### src/rtl/button_irq_service_ctrl_if.sv
// button_irq_service_ctrl_if: Avalon-MM bus between the service controller and the button PIO
interface button_irq_service_ctrl_if;
  logic [1:0]  address;
  logic        chipselect;
  logic        write_n;
  logic [31:0] writedata;
  logic [31:0] readdata;
  logic        irq;
  modport master (output address, chipselect, write_n, writedata, input readdata, irq);
  modport slave (input address, chipselect, write_n, writedata, output readdata, irq);
endinterface

### src/rtl/button_irq_service_ctrl.sv
// button_irq_service_ctrl: hardware service of button PIO irqs into an event FIFO (BUTTON_IRQ_SERVICE_CTRL_TIMESTAMP_EN adds evt_ts)
module button_irq_service_ctrl #(
  parameter int NUM_BTN = 2,
  parameter int FIFO_DEPTH = 4,
  parameter int HOLDOFF_CYCLES = 500000,
  parameter logic [NUM_BTN-1:0] MASK_INIT = {NUM_BTN{1'b1}},
  parameter int TS_W = 16
) (
  input  logic                 clk,
  input  logic                 reset_n,
  input  logic                 enable,
  button_irq_service_ctrl_if.master pio,
  output logic                 evt_valid,
  input  logic                 evt_ready,
  output logic [NUM_BTN-1:0]   evt_edges,
  output logic [NUM_BTN-1:0]   evt_level,
`ifdef BUTTON_IRQ_SERVICE_CTRL_TIMESTAMP_EN
  output logic [TS_W-1:0]      evt_ts,
`endif
  output logic                 overflow,
  output logic                 busy
);
  typedef enum logic [2:0] {INIT, IDLE, RD_EC, CAP_EC, CLR, PUSH, HOLD} state_t;
  localparam int AW = $clog2(FIFO_DEPTH);
  localparam int HW = HOLDOFF_CYCLES > 1 ? $clog2(HOLDOFF_CYCLES) : 1;
`ifdef BUTTON_IRQ_SERVICE_CTRL_TIMESTAMP_EN
  localparam int EW = 2*NUM_BTN + TS_W;
`else
  localparam int EW = 2*NUM_BTN + 0*TS_W;
`endif
  state_t state_q, state_d;
  logic [NUM_BTN-1:0] edges_q, edges_d, level_q, level_d;
  logic [HW-1:0] hold_q, hold_d;
  logic [1:0] addr_q, addr_d;
  logic cs_q, cs_d, wn_q, wn_d, ovf_q, ovf_d, push, pop, full;
  logic [31:0] wd_q, wd_d;
  logic [AW-1:0] rp_q, rp_d, wp_q, wp_d;
  logic [AW:0] cnt_q, cnt_d;
  logic [EW-1:0] mem_q [FIFO_DEPTH];
  logic [EW-1:0] head, push_data;
  logic unused_rd;
`ifdef BUTTON_IRQ_SERVICE_CTRL_TIMESTAMP_EN
  logic [TS_W-1:0] ts_q, ts_d, tsc_q, tsc_d;
  assign push_data = {tsc_q, edges_q, level_q};
  assign evt_ts = evt_valid ? head[EW-1:2*NUM_BTN] : '0;
`else
  assign push_data = {edges_q, level_q};
`endif
  assign unused_rd = ^pio.readdata;
  assign head = mem_q[rp_q];
  assign evt_valid = cnt_q != '0;
  assign evt_edges = evt_valid ? head[2*NUM_BTN-1:NUM_BTN] : '0;
  assign evt_level = evt_valid ? head[NUM_BTN-1:0] : '0;
  assign pop = evt_valid && evt_ready;
  assign full = cnt_q == (AW+1)'(FIFO_DEPTH);
  assign overflow = ovf_q;
  assign busy = state_q != IDLE;
  assign pio.address = addr_q;
  assign pio.chipselect = cs_q;
  assign pio.write_n = wn_q;
  assign pio.writedata = wd_q;
  always_comb begin
    state_d = state_q;
    edges_d = edges_q;
    level_d = level_q;
    hold_d = hold_q;
    addr_d = 2'd0;
    cs_d = 1'b0;
    wn_d = 1'b1;
    wd_d = '0;
    ovf_d = ovf_q;
    push = 1'b0;
`ifdef BUTTON_IRQ_SERVICE_CTRL_TIMESTAMP_EN
    ts_d = ts_q + 1'b1;
    tsc_d = tsc_q;
`endif
    case (state_q)
      INIT: begin
        state_d = IDLE;
        cs_d = 1'b1;
        wn_d = 1'b0;
        addr_d = 2'd2;
        wd_d = 32'(MASK_INIT);
      end
      IDLE: begin
        state_d = (enable && pio.irq) ? RD_EC : IDLE;
        cs_d = enable && pio.irq;
        addr_d = (enable && pio.irq) ? 2'd3 : 2'd0;
      end
      RD_EC: begin
        state_d = CAP_EC;
        cs_d = 1'b1;
      end
      CAP_EC: begin
        edges_d = pio.readdata[NUM_BTN-1:0];
        state_d = CLR;
        cs_d = 1'b1;
        wn_d = 1'b0;
        addr_d = 2'd3;
        wd_d = 32'(edges_d);
`ifdef BUTTON_IRQ_SERVICE_CTRL_TIMESTAMP_EN
        tsc_d = ts_q;
`endif
      end
      CLR: begin
        level_d = pio.readdata[NUM_BTN-1:0];
        state_d = PUSH;
      end
      PUSH: begin
        push = (edges_q != '0) && (!full || pop);
        ovf_d = ovf_q | ((edges_q != '0) && full && !pop);
        state_d = HOLDOFF_CYCLES == 0 ? IDLE : HOLD;
        hold_d = HW'(HOLDOFF_CYCLES - 1);
      end
      HOLD: begin
        hold_d = hold_q - 1'b1;
        state_d = hold_q == '0 ? IDLE : HOLD;
      end
      default: state_d = INIT;
    endcase
    wp_d = wp_q + AW'(push);
    rp_d = rp_q + AW'(pop);
    cnt_d = cnt_q + (AW+1)'(push) - (AW+1)'(pop);
  end
  always_ff @(posedge clk) begin
    if (!reset_n) begin
      state_q <= INIT;
      edges_q <= '0;
      level_q <= '0;
      hold_q <= '0;
      addr_q <= 2'd0;
      cs_q <= 1'b0;
      wn_q <= 1'b1;
      wd_q <= '0;
      ovf_q <= 1'b0;
      rp_q <= '0;
      wp_q <= '0;
      cnt_q <= '0;
`ifdef BUTTON_IRQ_SERVICE_CTRL_TIMESTAMP_EN
      ts_q <= '0;
      tsc_q <= '0;
`endif
    end else begin
      state_q <= state_d;
      edges_q <= edges_d;
      level_q <= level_d;
      hold_q <= hold_d;
      addr_q <= addr_d;
      cs_q <= cs_d;
      wn_q <= wn_d;
      wd_q <= wd_d;
      ovf_q <= ovf_d;
      rp_q <= rp_d;
      wp_q <= wp_d;
      cnt_q <= cnt_d;
`ifdef BUTTON_IRQ_SERVICE_CTRL_TIMESTAMP_EN
      ts_q <= ts_d;
      tsc_q <= tsc_d;
`endif
    end
  end
  always_ff @(posedge clk) begin
    if (reset_n && push) mem_q[wp_q] <= push_data;
  end
endmodule

### src/flat_wrapper.sv
// flat-port wrapper written by rule: the top's interface ports become plain ports
module button_irq_service_ctrl_flat 
#(
  parameter int NUM_BTN = 2,
  parameter int FIFO_DEPTH = 4,
  parameter int HOLDOFF_CYCLES = 500000,
  parameter logic [NUM_BTN-1:0] MASK_INIT = {NUM_BTN{1'b1}},
  parameter int TS_W = 16
)
  (clk, reset_n, enable, evt_valid, evt_ready, evt_edges, evt_level, overflow, busy, pio_address, pio_chipselect, pio_write_n, pio_writedata, pio_readdata, pio_irq);
  button_irq_service_ctrl_if pio_i ();
  input  logic clk;
  input  logic reset_n;
  input  logic enable;
  output logic evt_valid;
  input  logic evt_ready;
  output logic [NUM_BTN-1:0] evt_edges;
  output logic [NUM_BTN-1:0] evt_level;
  output logic overflow;
  output logic busy;
  output wire logic [$bits(pio_i.address)-1:0] pio_address;
  output wire logic [$bits(pio_i.chipselect)-1:0] pio_chipselect;
  output wire logic [$bits(pio_i.write_n)-1:0] pio_write_n;
  output wire logic [$bits(pio_i.writedata)-1:0] pio_writedata;
  input wire logic [$bits(pio_i.readdata)-1:0] pio_readdata;
  input wire logic [$bits(pio_i.irq)-1:0] pio_irq;
  assign pio_address = pio_i.address;
  assign pio_chipselect = pio_i.chipselect;
  assign pio_write_n = pio_i.write_n;
  assign pio_writedata = pio_i.writedata;
  assign pio_i.readdata = pio_readdata;
  assign pio_i.irq = pio_irq;
  button_irq_service_ctrl #(.NUM_BTN(NUM_BTN), .FIFO_DEPTH(FIFO_DEPTH), .HOLDOFF_CYCLES(HOLDOFF_CYCLES), .MASK_INIT(MASK_INIT), .TS_W(TS_W)) u_core (.clk(clk), .reset_n(reset_n), .enable(enable), .pio(pio_i), .evt_valid(evt_valid), .evt_ready(evt_ready), .evt_edges(evt_edges), .evt_level(evt_level), .overflow(overflow), .busy(busy));
endmodule
### config.mk
export PLATFORM = sky130hd
export DESIGN_NAME = button_irq_service_ctrl_flat
export DESIGN_NICKNAME = d
export VERILOG_FILES = /design/src/rtl/button_irq_service_ctrl_if.sv /design/src/rtl/button_irq_service_ctrl.sv /design/src/flat_wrapper.sv
export SDC_FILE = /design/constraint.sdc
export NUM_CORES = 1
export LEC_CHECK = 0
export CAP_MARGIN = 30
export CORE_ASPECT_RATIO = 1.75
export CORE_MARGIN = 3
export CORE_UTILIZATION = 35
export CTS_CLUSTER_DIAMETER = 200
export DETAILED_ROUTE_END_ITERATION = 12
export GPL_TIMING_DRIVEN = 0
export SYNTH_ARGS = -nofsm -noshare
export SYNTH_HDL_FRONTEND = slang
export SYNTH_SLANG_ARGS = --single-unit
### constraint.sdc
create_clock -name clk -period 2.8 [get_ports clk]
set_input_delay 0.56 -clock clk [delete_from_list [all_inputs] [get_ports clk]]
set_output_delay 0.56 -clock clk [all_outputs]
set_load 0.005 [all_outputs]
==> flow_metrics.env <==
export IMPL_outcome="complete, no violations"
export IMPL_dp_hpwl_um=4413
export IMPL_rows=42
export IMPL_fp_dieW_um=72.92
export IMPL_fin_crit_ns=2.681
export IMPL_clk_pin_slew_ns=0.08
export IMPL_wl_um=5709
export IMPL_vias_per_cell=4.895
export IMPL_antenna_found_initial=0
export IMPL_peakVddDrop_v=0.0003403
export IMPL_instances_no_fill=421
export IMPL_drt_iter0_drc=84
export IMPL_arrival_ns=2.12
export IMPL_setup_viol=0
export IMPL_synth_most_common_cell="dfxtp_1"
export IMPL_vias=2061
export IMPL_crit_top_cell="clkbuf_1"
export IMPL_place_ws_ns=-0.2601
export IMPL_p_leak_nw=1.365
export IMPL_slew_viol_final=0
export IMPL_seq_area_frac_synth=0.4672
export IMPL_syn_to_final_growth_pct=21.12
export IMPL_drive_gt1_frac=0.1712
export IMPL_synthArstFlopShare=0
export IMPL_synth_top_area_frac=0.2920
export IMPL_yosys_top_cells_area="dfxtp_1 29%, edfxtp_1 18%, buf_4 8.2%, a21oi_1 3.3%, mux4_2 3.3%"
export IMPL_grt_first_pass_wirelength_um=9418
export IMPL_ys_warn_count=0
export IMPL_grt_max_degree=20
export IMPL_ant_nets=0
export IMPL_initial_core_util=0.3624
export IMPL_synth_main_ff_cell="dfxtp_1"
export IMPL_cp_cell_sequence="clkbuf_1, clkbuf_1, nand2b_1, clkdlybuf4s50_1"
export IMPL_num_nets_final=376
export IMPL_finalWeightedCongestion=0.7595
export IMPL_cts_root_buf="clkbuf_16"
export IMPL_h_tree_depth=2
export IMPL_clock_sinks=56
export IMPL_synth_area_sq_um=2743
export IMPL_slowest_stage="clkdlybuf4s50_1"
export IMPL_rsz0062_at_grt="no"
export IMPL_fillers=754
export IMPL_grt_use_met1=0.1195
export IMPL_drcViolationCount=0
export IMPL_dp_cells=413
export IMPL_slowest_delay_ns=0.50
export IMPL_path_class="reg2out"
export IMPL_final_hold_violation_count=0
export IMPL_cts_tree="done"
export IMPL_insertion_delay_ns=0.30
export IMPL_syn_inst=277
export IMPL_synth_top_cell_by_area="dfxtp_1"
export IMPL_synth_edff_count=16
export IMPL_period_share=0.9574
export IMPL_end_kind="output pin"
export IMPL_cp_start_kind="flip-flop"
export IMPL_avgSynthCellArea_sq_um=9.901
export IMPL_grt_use_total=0.1362
export IMPL_ys_seq_elements=56
export IMPL_crit_family="buffers and inverters"
export IMPL_cts_buffers=5
export IMPL_core_sq_um=7567
export IMPL_ios=80
export IMPL_die_y_um=123.1
export IMPL_clock_path_buffers=2
export IMPL_tightest_slew_ns=0.9033
export IMPL_pwr_density_cell_nw_per_um2=602.9
export IMPL_crit_buf_inv=3
export IMPL_overflow=0
export IMPL_finalWorstSetupSlack_ns=0.1193
export IMPL_gr_usage_met2=0.2845
export IMPL_clock_skew_ns=0.003750
export IMPL_post_synth_num_cell_types=43
export IMPL_crit_required_ns=2.24
export IMPL_cap_viol_max_count=0
export IMPL_path_max_fanout=10
export IMPL_io_buffers=19
export IMPL_diodes=0
export IMPL_first_global_vias=2067
export IMPL_fmax_ghz=0.3730
export IMPL_wire_per_inst_um=13.56
export IMPL_whs_ns=0.4767
export IMPL_setup_tns_ns=0
export IMPL_use_met3=0.02360
export IMPL_drt_pass1_iter_count=4
export IMPL_hold_class="reg2reg"
export IMPL_die_area_sq_um=8976
export IMPL_busiest_layer="met2"
export IMPL_slew_headroom=0.3923
export IMPL_synth_common_cells="40 x dfxtp_1, 30 x buf_4, 18 x a21oi_1, 16 x edfxtp_1, 15 x nand2_1"
per-stage QoR:
stage               instance area [sq um]    util  total power [mW]
detailed placement                   3152  0.4165             1.378
global placement                     3152  0.4165             1.367
global route                         3322  0.4390             2.104
finish                               3322  0.4390             2.003
floorplan                            2851       -             1.205
CTS                                  3309  0.4373             2.022
cells by family (layout without fill, tap and decap cells):
logic type | count (synthesis) | in the layout | synth area share
and+or+nand+nor | 97 | 97 | 0.2039
AOI/OAI and AO/OA | 51 | 51 | 0.1136
other | 1 | 30 | 0.001367
adders and majority gates | 7 | 7 | 0.03467
DFF | 56 | 56 | 0.4672
muxes | 8 | 8 | 0.04745
xor gates and xnor gates | 7 | 7 | 0.02235
buffers and inverters | 50 | 77 | 0.1095
cells in the final DEF, fill, tap and decap left out, types with 3 or more instances in the layout:
cell type / instances
xnor2_1: 4
xor2_1: 3
clkbuf_1: 9
nand2_1: 15
nor2_1: 12
or3_1: 10
dfxtp_1: 40
nor4_1: 4
clkbuf_16: 5
o31ai_1: 4
mux2i_1: 4
inv_1: 9
nand3_1: 6
edfxtp_1: 16
nor2b_1: 8
o21ai_0: 10
ha_1: 6
mux4_2: 4
clkdlybuf4s50_1: 19
o311ai_0: 3
o211ai_1: 4
or2_2: 6
and2_1: 10
conb_1: 30
a31oi_1: 8
buf_4: 31
or4_1: 8
a21oi_1: 18
sequential cells by signal, indices dropped and copies added, names as in the netlist, 2 cells and up:
signal / cells
u_core.hold_q: 19
u_core.mem_q: 16
u_core.cnt_q: 3
u_core.state_q: 3
u_core.edges_q: 2
u_core.level_q: 2
u_core.pio.address: 2
u_core.pio.writedata: 2
u_core.rp_q: 2
u_core.wp_q: 2
layout make-up:
| cell class | instances | area (sq um) | share of cell area |
|---|---|---|---|
| multi-input cells | 200 | 1286 | 0.3872 |
| flip-flops and latches | 56 | 1281 | 0.3857 |
| plain buffers | 39 | 259.0 | 0.07797 |
| repair buffers | 20 | 197.7 | 0.05951 |
| clock buffers | 5 | 125.1 | 0.03766 |
| well taps | 88 | 110.1 | 0.03315 |
| inverters | 10 | 37.54 | 0.01130 |
| clock inverters | 3 | 25.02 | 0.007533 |
power breakdown:
group | total [mW] | leakage, nW | switching (mW) | internal (mW)
clock network | 0.646 | 0.0708 | 0.307 | 0.339
registers | 0.927 | 0.485 | 0.0561 | 0.871
logic | 0.430 | 0.809 | 0.177 | 0.253
worst register-to-register path: stages, from the launching register on:
cell	delay, ns
dfxtp_1	0.35
clkbuf_1	0.22
nand3b_1	0.27
nor3_2	0.23
inv_1	0.09
ha_1	0.27
inv_1	0.04
ha_1	0.18
fa_1	0.38
xnor2_1	0.18
xnor2_1	0.13
nor2_1	0.05
path summary, 6_finish.rpt:
kind                                                    from                      endpoint  slack, ns  depth (start not counted)
worst max register to register  u_core.state_q[1]$_SDFF_PN0_    u_core.cnt_q[2]$_SDFF_PN0_       0.28                         11
worst min register to register  u_core.overflow$_SDFFE_PN0P_  u_core.overflow$_SDFFE_PN0P_       0.48                          2
worst max-delay path            u_core.state_q[1]$_SDFF_PN0_                          busy       0.12                          4
worst min-delay path            u_core.overflow$_SDFFE_PN0P_  u_core.overflow$_SDFFE_PN0P_       0.48                          2
timing repair:
| item | CTS | global route |
|---|---|---|
| buffers inserted | 1 | 0 |
| pin swaps | 1 | 0 |
| hold buffers | 0 | 0 |
| endpoints found under the hold margin | 0 | 0 |
| setup endpoints to repair | 1 | 1 |
| cloned | 0 | 0 |
| gates resized for setup | 0 | 3 |
per-layer routing:
metal,share of wire,up-vias
li1,-,1044
met1,0.35,975
met2,0.59,35
met3,0.033,7
met4,0.023,0
met5,0,-
(Power assumes the default switching activity.)
